===== src/rtl/mdf_rs.sv =====
// mdf_rs: reservation station that captures operands from issue/CDB, dispatches
// ready entries to the mdf unit and requests the CDB for each result.
module mdf_rs #(
  parameter int ENTRIES = 3,
  parameter int TAG_BASE = 1,
  parameter int TW = 4,
  parameter int OPW = 2
) (
  input  logic           clk,
  input  logic           nRST,
  input  logic           issueEN,
  input  logic [OPW-1:0] issueOp,
  input  logic [31:0]    issueVj,
  input  logic [TW-1:0]  issueQj,
  input  logic [31:0]    issueVk,
  input  logic [TW-1:0]  issueQk,
  output logic           full,
  output logic [TW-1:0]  issueTag,
  input  logic           cdbValid,
  input  logic [TW-1:0]  cdbTag,
  input  logic [31:0]    cdbData,
  output logic           fuEN,
  output logic [OPW-1:0] fuOp,
  output logic [31:0]    fuData1,
  output logic [31:0]    fuData2,
  input  logic           fuFinished,
  input  logic [31:0]    fuResult,
  output logic           fuResultAC,
  output logic           cdbReq,
  output logic [TW-1:0]  cdbReqTag,
  output logic [31:0]    cdbReqData,
  input  logic           cdbGrant
);
  localparam int IW = $clog2(ENTRIES);
  typedef enum logic [1:0] {IDLE, RUN, BCAST} state_t;
  state_t state, stateNext;
  logic busy [ENTRIES];
  logic disp [ENTRIES];
  logic [OPW-1:0] op [ENTRIES];
  logic [31:0] vj [ENTRIES];
  logic [31:0] vk [ENTRIES];
  logic [TW-1:0] qj [ENTRIES];
  logic [TW-1:0] qk [ENTRIES];
  logic [IW-1:0] freeIdx, readyIdx, curIdx;
  logic hasFree, hasReady, doIssue, fwdJ, fwdK;
  // descending scan so the lowest matching index wins
  always_comb begin
    hasFree = 1'b0;
    freeIdx = '0;
    hasReady = 1'b0;
    readyIdx = '0;
    for (int i = ENTRIES - 1; i >= 0; i--) begin
      if (!busy[i]) begin
        hasFree = 1'b1;
        freeIdx = IW'(i);
      end
      if (busy[i] && !disp[i] && qj[i] == '0 && qk[i] == '0) begin
        hasReady = 1'b1;
        readyIdx = IW'(i);
      end
    end
  end
  assign full = !hasFree;
  assign issueTag = TW'(TAG_BASE) + TW'(freeIdx);
  assign doIssue = issueEN && hasFree;
  assign fwdJ = cdbValid && issueQj != '0 && issueQj == cdbTag;
  assign fwdK = cdbValid && issueQk != '0 && issueQk == cdbTag;
  always_comb begin
    stateNext = state;
    fuEN = 1'b0;
    fuOp = '0;
    fuData1 = '0;
    fuData2 = '0;
    fuResultAC = 1'b0;
    cdbReq = 1'b0;
    if (state == IDLE && hasReady) begin
      fuEN = 1'b1;
      fuOp = op[readyIdx];
      fuData1 = vj[readyIdx];
      fuData2 = vk[readyIdx];
      stateNext = RUN;
    end
    if (state == RUN && fuFinished) begin
      fuResultAC = 1'b1;
      stateNext = BCAST;
    end
    if (state == BCAST) begin
      cdbReq = 1'b1;
      stateNext = cdbGrant ? IDLE : BCAST;
    end
  end
  always_ff @(posedge clk or negedge nRST) begin
    if (!nRST) begin
      state <= IDLE;
      curIdx <= '0;
      cdbReqTag <= '0;
      cdbReqData <= '0;
      for (int i = 0; i < ENTRIES; i++) begin
        busy[i] <= 1'b0;
        disp[i] <= 1'b0;
        op[i] <= '0;
        vj[i] <= '0;
        vk[i] <= '0;
        qj[i] <= '0;
        qk[i] <= '0;
      end
    end else begin
      state <= stateNext;
      if (fuEN) curIdx <= readyIdx;
      if (fuResultAC) begin
        cdbReqTag <= TW'(TAG_BASE) + TW'(curIdx);
        cdbReqData <= fuResult;
      end
      for (int i = 0; i < ENTRIES; i++) begin
        if (doIssue && freeIdx == IW'(i)) begin
          busy[i] <= 1'b1;
          disp[i] <= 1'b0;
          op[i] <= issueOp;
          vj[i] <= fwdJ ? cdbData : issueVj;
          qj[i] <= fwdJ ? '0 : issueQj;
          vk[i] <= fwdK ? cdbData : issueVk;
          qk[i] <= fwdK ? '0 : issueQk;
        end else if (busy[i]) begin
          if (cdbValid && qj[i] != '0 && qj[i] == cdbTag) begin
            vj[i] <= cdbData;
            qj[i] <= '0;
          end
          if (cdbValid && qk[i] != '0 && qk[i] == cdbTag) begin
            vk[i] <= cdbData;
            qk[i] <= '0;
          end
          if (fuEN && readyIdx == IW'(i)) disp[i] <= 1'b1;
          if (cdbReq && cdbGrant && curIdx == IW'(i)) busy[i] <= 1'b0;
        end
      end
    end
  end
endmodule

===== config.mk =====
export PLATFORM = sky130hd
export DESIGN_NAME = mdf_rs
export DESIGN_NICKNAME = d
export VERILOG_FILES = /design/src/rtl/mdf_rs.sv
export SDC_FILE = /design/constraint.sdc
export NUM_CORES = 1
export LEC_CHECK = 0
export BUFFER_PORTS_ARGS = -buffer_cell sky130_fd_sc_hd__buf_2
export CAP_MARGIN = 20
export CELL_PAD_IN_SITES_DETAIL_PLACEMENT = 0
export CELL_PAD_IN_SITES_GLOBAL_PLACEMENT = 1
export CORE_MARGIN = 2
export CORE_UTILIZATION = 39
export DETAILED_ROUTE_END_ITERATION = 8
export GPL_TIMING_DRIVEN = 0
export PLACE_DENSITY_LB_ADDON = 0.15
export SETUP_SLACK_MARGIN = 0.1
export SLEW_MARGIN = 20
export SYNTH_ARGS = -nofsm -noshare
export SYNTH_HDL_FRONTEND = slang
export SYNTH_SLANG_ARGS = --single-unit

===== constraint.sdc =====
create_clock -name clk -period 2.2 [get_ports clk]
set_input_delay 0.33 -clock clk [delete_from_list [all_inputs] [get_ports clk]]
set_output_delay 0.33 -clock clk [all_outputs]
set_load 0.005 [all_outputs]

==> run metrics <==
layout cell share with drive strength beyond 1=0.428; Core ar.=0.0343 sq mm; relative slew slack=0.502; Design Area, Final=between 0.015 and 0.02 sq mm; crit path launch=qj[3]; total track usage=0.277; CTS root buf=clkbuf_16; RR Startpoint=qk[11]; drt initial violations=slightly below 900; CTS Buf Count=31; Worst R2R Setup Slack=-0.03 ns; violated checks=negative setup slack; Least-Margin Pin Slew=between 0.7 and 0.8 ns; fmax=337 MHz; sequential element share of the synthesized area=0.496; Filler Cell Count=3049; Multi-input gate area=0.00738 sq mm; Final setup viols=98; # clock sinks=267; Final Max Tran Viols=0; worst setup path end=fuData2[3]; initial antenna violation count=4; Core Rows=68; Fin Setup TNS=-46.41 ns; final hold vios=0; Hold Path Origin=issueOp[1]; final hold slack=0.0270 ns; grt total ovfl=0; Post-synth EDFFs=0; CTS H-tree lvls=1; placer congestion estimate=0.827; Syn Std Cell Area=~0.013 sq mm; Final Cycle Share=1.35; status=finished with violations; Ports=258; post-route setup slack=-0.770 ns; R2R cell count=9; 1st-pass router iterations=5; Area Overhead vs Synth=42.0%; global-route wire length before repair=around 76000 um; unrepaired setup endpoints after global routing=yes; Synth Area in Compound Gates=0.245; async set-reset flop share out of synthesis=1.00; hold crit path type=input pin to flip-flop; Yosys warning count=0; Clock Latency Late Sink=approximately 0.57 ns; TritonCTS clock tree=built; max cap viols=0; initial core utilization=0.393; Final ANT Viol Nets=0; nets=1820; CP Class=flip-flop to output pin; cell taking the most area after synthesis=dfrtp_1; Yosys reg bits=roughly 270; Crit Path Max Fanout=8; largest net degree at the start of global routing=96; total power draw=26.2 mW; CTS clk-pin slew, worst paths=roughly 0.060 ns; mean post-synth cell area=10.4 sq um; via count=12300; Total Wirelength=approximately 52000 um; top-area cell type share of the netlist area=0.496; worst ir drop on vdd=0.000822 V; ys flop type=dfrtp_1; vias in the first global route=12400; DR vias/cell=5.72; fin crit period=2.97 ns; top-count cell post-synth=dfrtp_1; critical path data required time=between 1.5 and 2 ns; Area after DPL=roughly 0.015 sq mm; Cell variety after synth=45; r2r endpoint=vk[76]; main combinational cell family by area after synthesis=compound AO/OA/AOI/OAI gates; Die ar.=0.0361 sq mm; per-cell routed wire length=24.0 um; crit start category=flip-flop; die width=190 um; register area=roughly 0.0067 sq mm; Static Leak=~8.2 nW; Simple-Gate Fraction of Synth Area=0.189; Post-Syn Instances=1299; post-synthesis mux area share=0; final clock skew=approximately 0.007 ns; DRC Markers=0; synth cell count leaders=dfrtp_1, nand2_1, o221a_2; Area contributors post-synth=dfrtp_1, o221a_2, nand2_1; Synth Area in Adders=0.00371; PortBufs=252; hpwl dp=33100 um; critical path endpoint category=output pin; CTS Buffer Depth=3; Die Span Y=190 um; Worst Path Arrival=approximately 2.6 ns; Post-Synth XOR/XNOR Area=0.0175; pwr/cell area=1370 mW/mm^2
==> timing repair <==
item                                   in CTS  in global routing
endpoints found under the hold margin     119                  0
pin swaps                                  70                 43
gates resized for setup                   313                100
gates cloned                               14                  5
hold buffers                               34                  0
setup buffers                              22                  5
setup endpoints to repair                 270                251
==> worst max-delay path: stages (launching register included) <==
cell,delay [ns]
dfrtp_1,0.41
nor4_4,0.39
nand3_2,0.14
nor3b_4,0.27
buf_6,0.25
buf_8,0.16
a22oi_1,0.07
a21oi_1,0.21
buf_2,0.15
==> metrics by stage <==
stage / setup WS (ns) / util / std cells
floorplan: 0.107 / - / 1301
global placement: -4.46 / 0.447 / 2008
detailed placement: -1.02 / 0.449 / 2011
CTS: -0.746 / 0.537 / 2136
global route: -0.878 / 0.558 / 2148
finish: -0.770 / 0.558 / 2150
==> routing by layer <==
metal / share of wire / track usage / routed length (um)
met1: 0.44 / 0.394 / 22800
met2: 0.46 / 0.438 / 23800
met4: 0.021 / 0.0635 / 1070
met3: 0.074 / 0.0524 / 3830
met5: 0 / 0 / 0
==> worst min-delay path by stage <==
stage	end	cells past startpoint
global route	op[3]	3
CTS	op[5]	3
finish	op[5]	3
floorplan	busy[0]	0
detailed placement	qj[8]	1
global placement	cdbReqTag[1]	2
==> area by class of cell <==
| class | instances | area share |
|---|---|---|
| diodes | 4 | 0.000523 |
| multi-input cells | 908 | 0.386 |
| repair buffers | 335 | 0.118 |
| well taps | 455 | 0.0297 |
| clock buffers | 46 | 0.0476 |
| clock inverters | 10 | 0.00523 |
| plain buffers | 118 | 0.0627 |
| flip-flops and latches | 267 | 0.349 |
| inverters | 7 | 0.00144 |
==> sequential cells by signal, indices dropped and copies added (netlist names) <==
| signal | count |
|---|---|
| vj | 96 |
| vk | 96 |
| cdbReqData | 32 |
| qj | 12 |
| qk | 12 |
| op | 6 |
| busy | 3 |
| cdbReqTag | 3 |
| disp | 3 |
| curIdx | 2 |
| state | 2 |
==> where the power goes <==
part	internal, mW	switching [mW]
Clock	3.07	2.12
Combinational	6.16	5.75
Sequential	7.30	1.80
Total	16.5	9.67
==> cell families after synthesis <==
logic type               after synthesis
flip-flops                           267
AO/OA/AOI/OAI                        377
AND/OR/NAND/NOR                      497
adder cells (fa/ha/maj)                4
XOR/XNOR                              27
buffers and inverters                126
other                                  1
==> cell usage in the layout, fill, tap and decap left out, types with 48 or more instances in the layout <==
cell / instances
nand2b_1: 130
o221a_4: 68
a22oi_2: 48
nand2_1: 239
dfrtp_1: 264
o221a_2: 76
o221a_1: 48
or3_1: 67
buf_2: 254
Power figures use the tool's default switching activity.
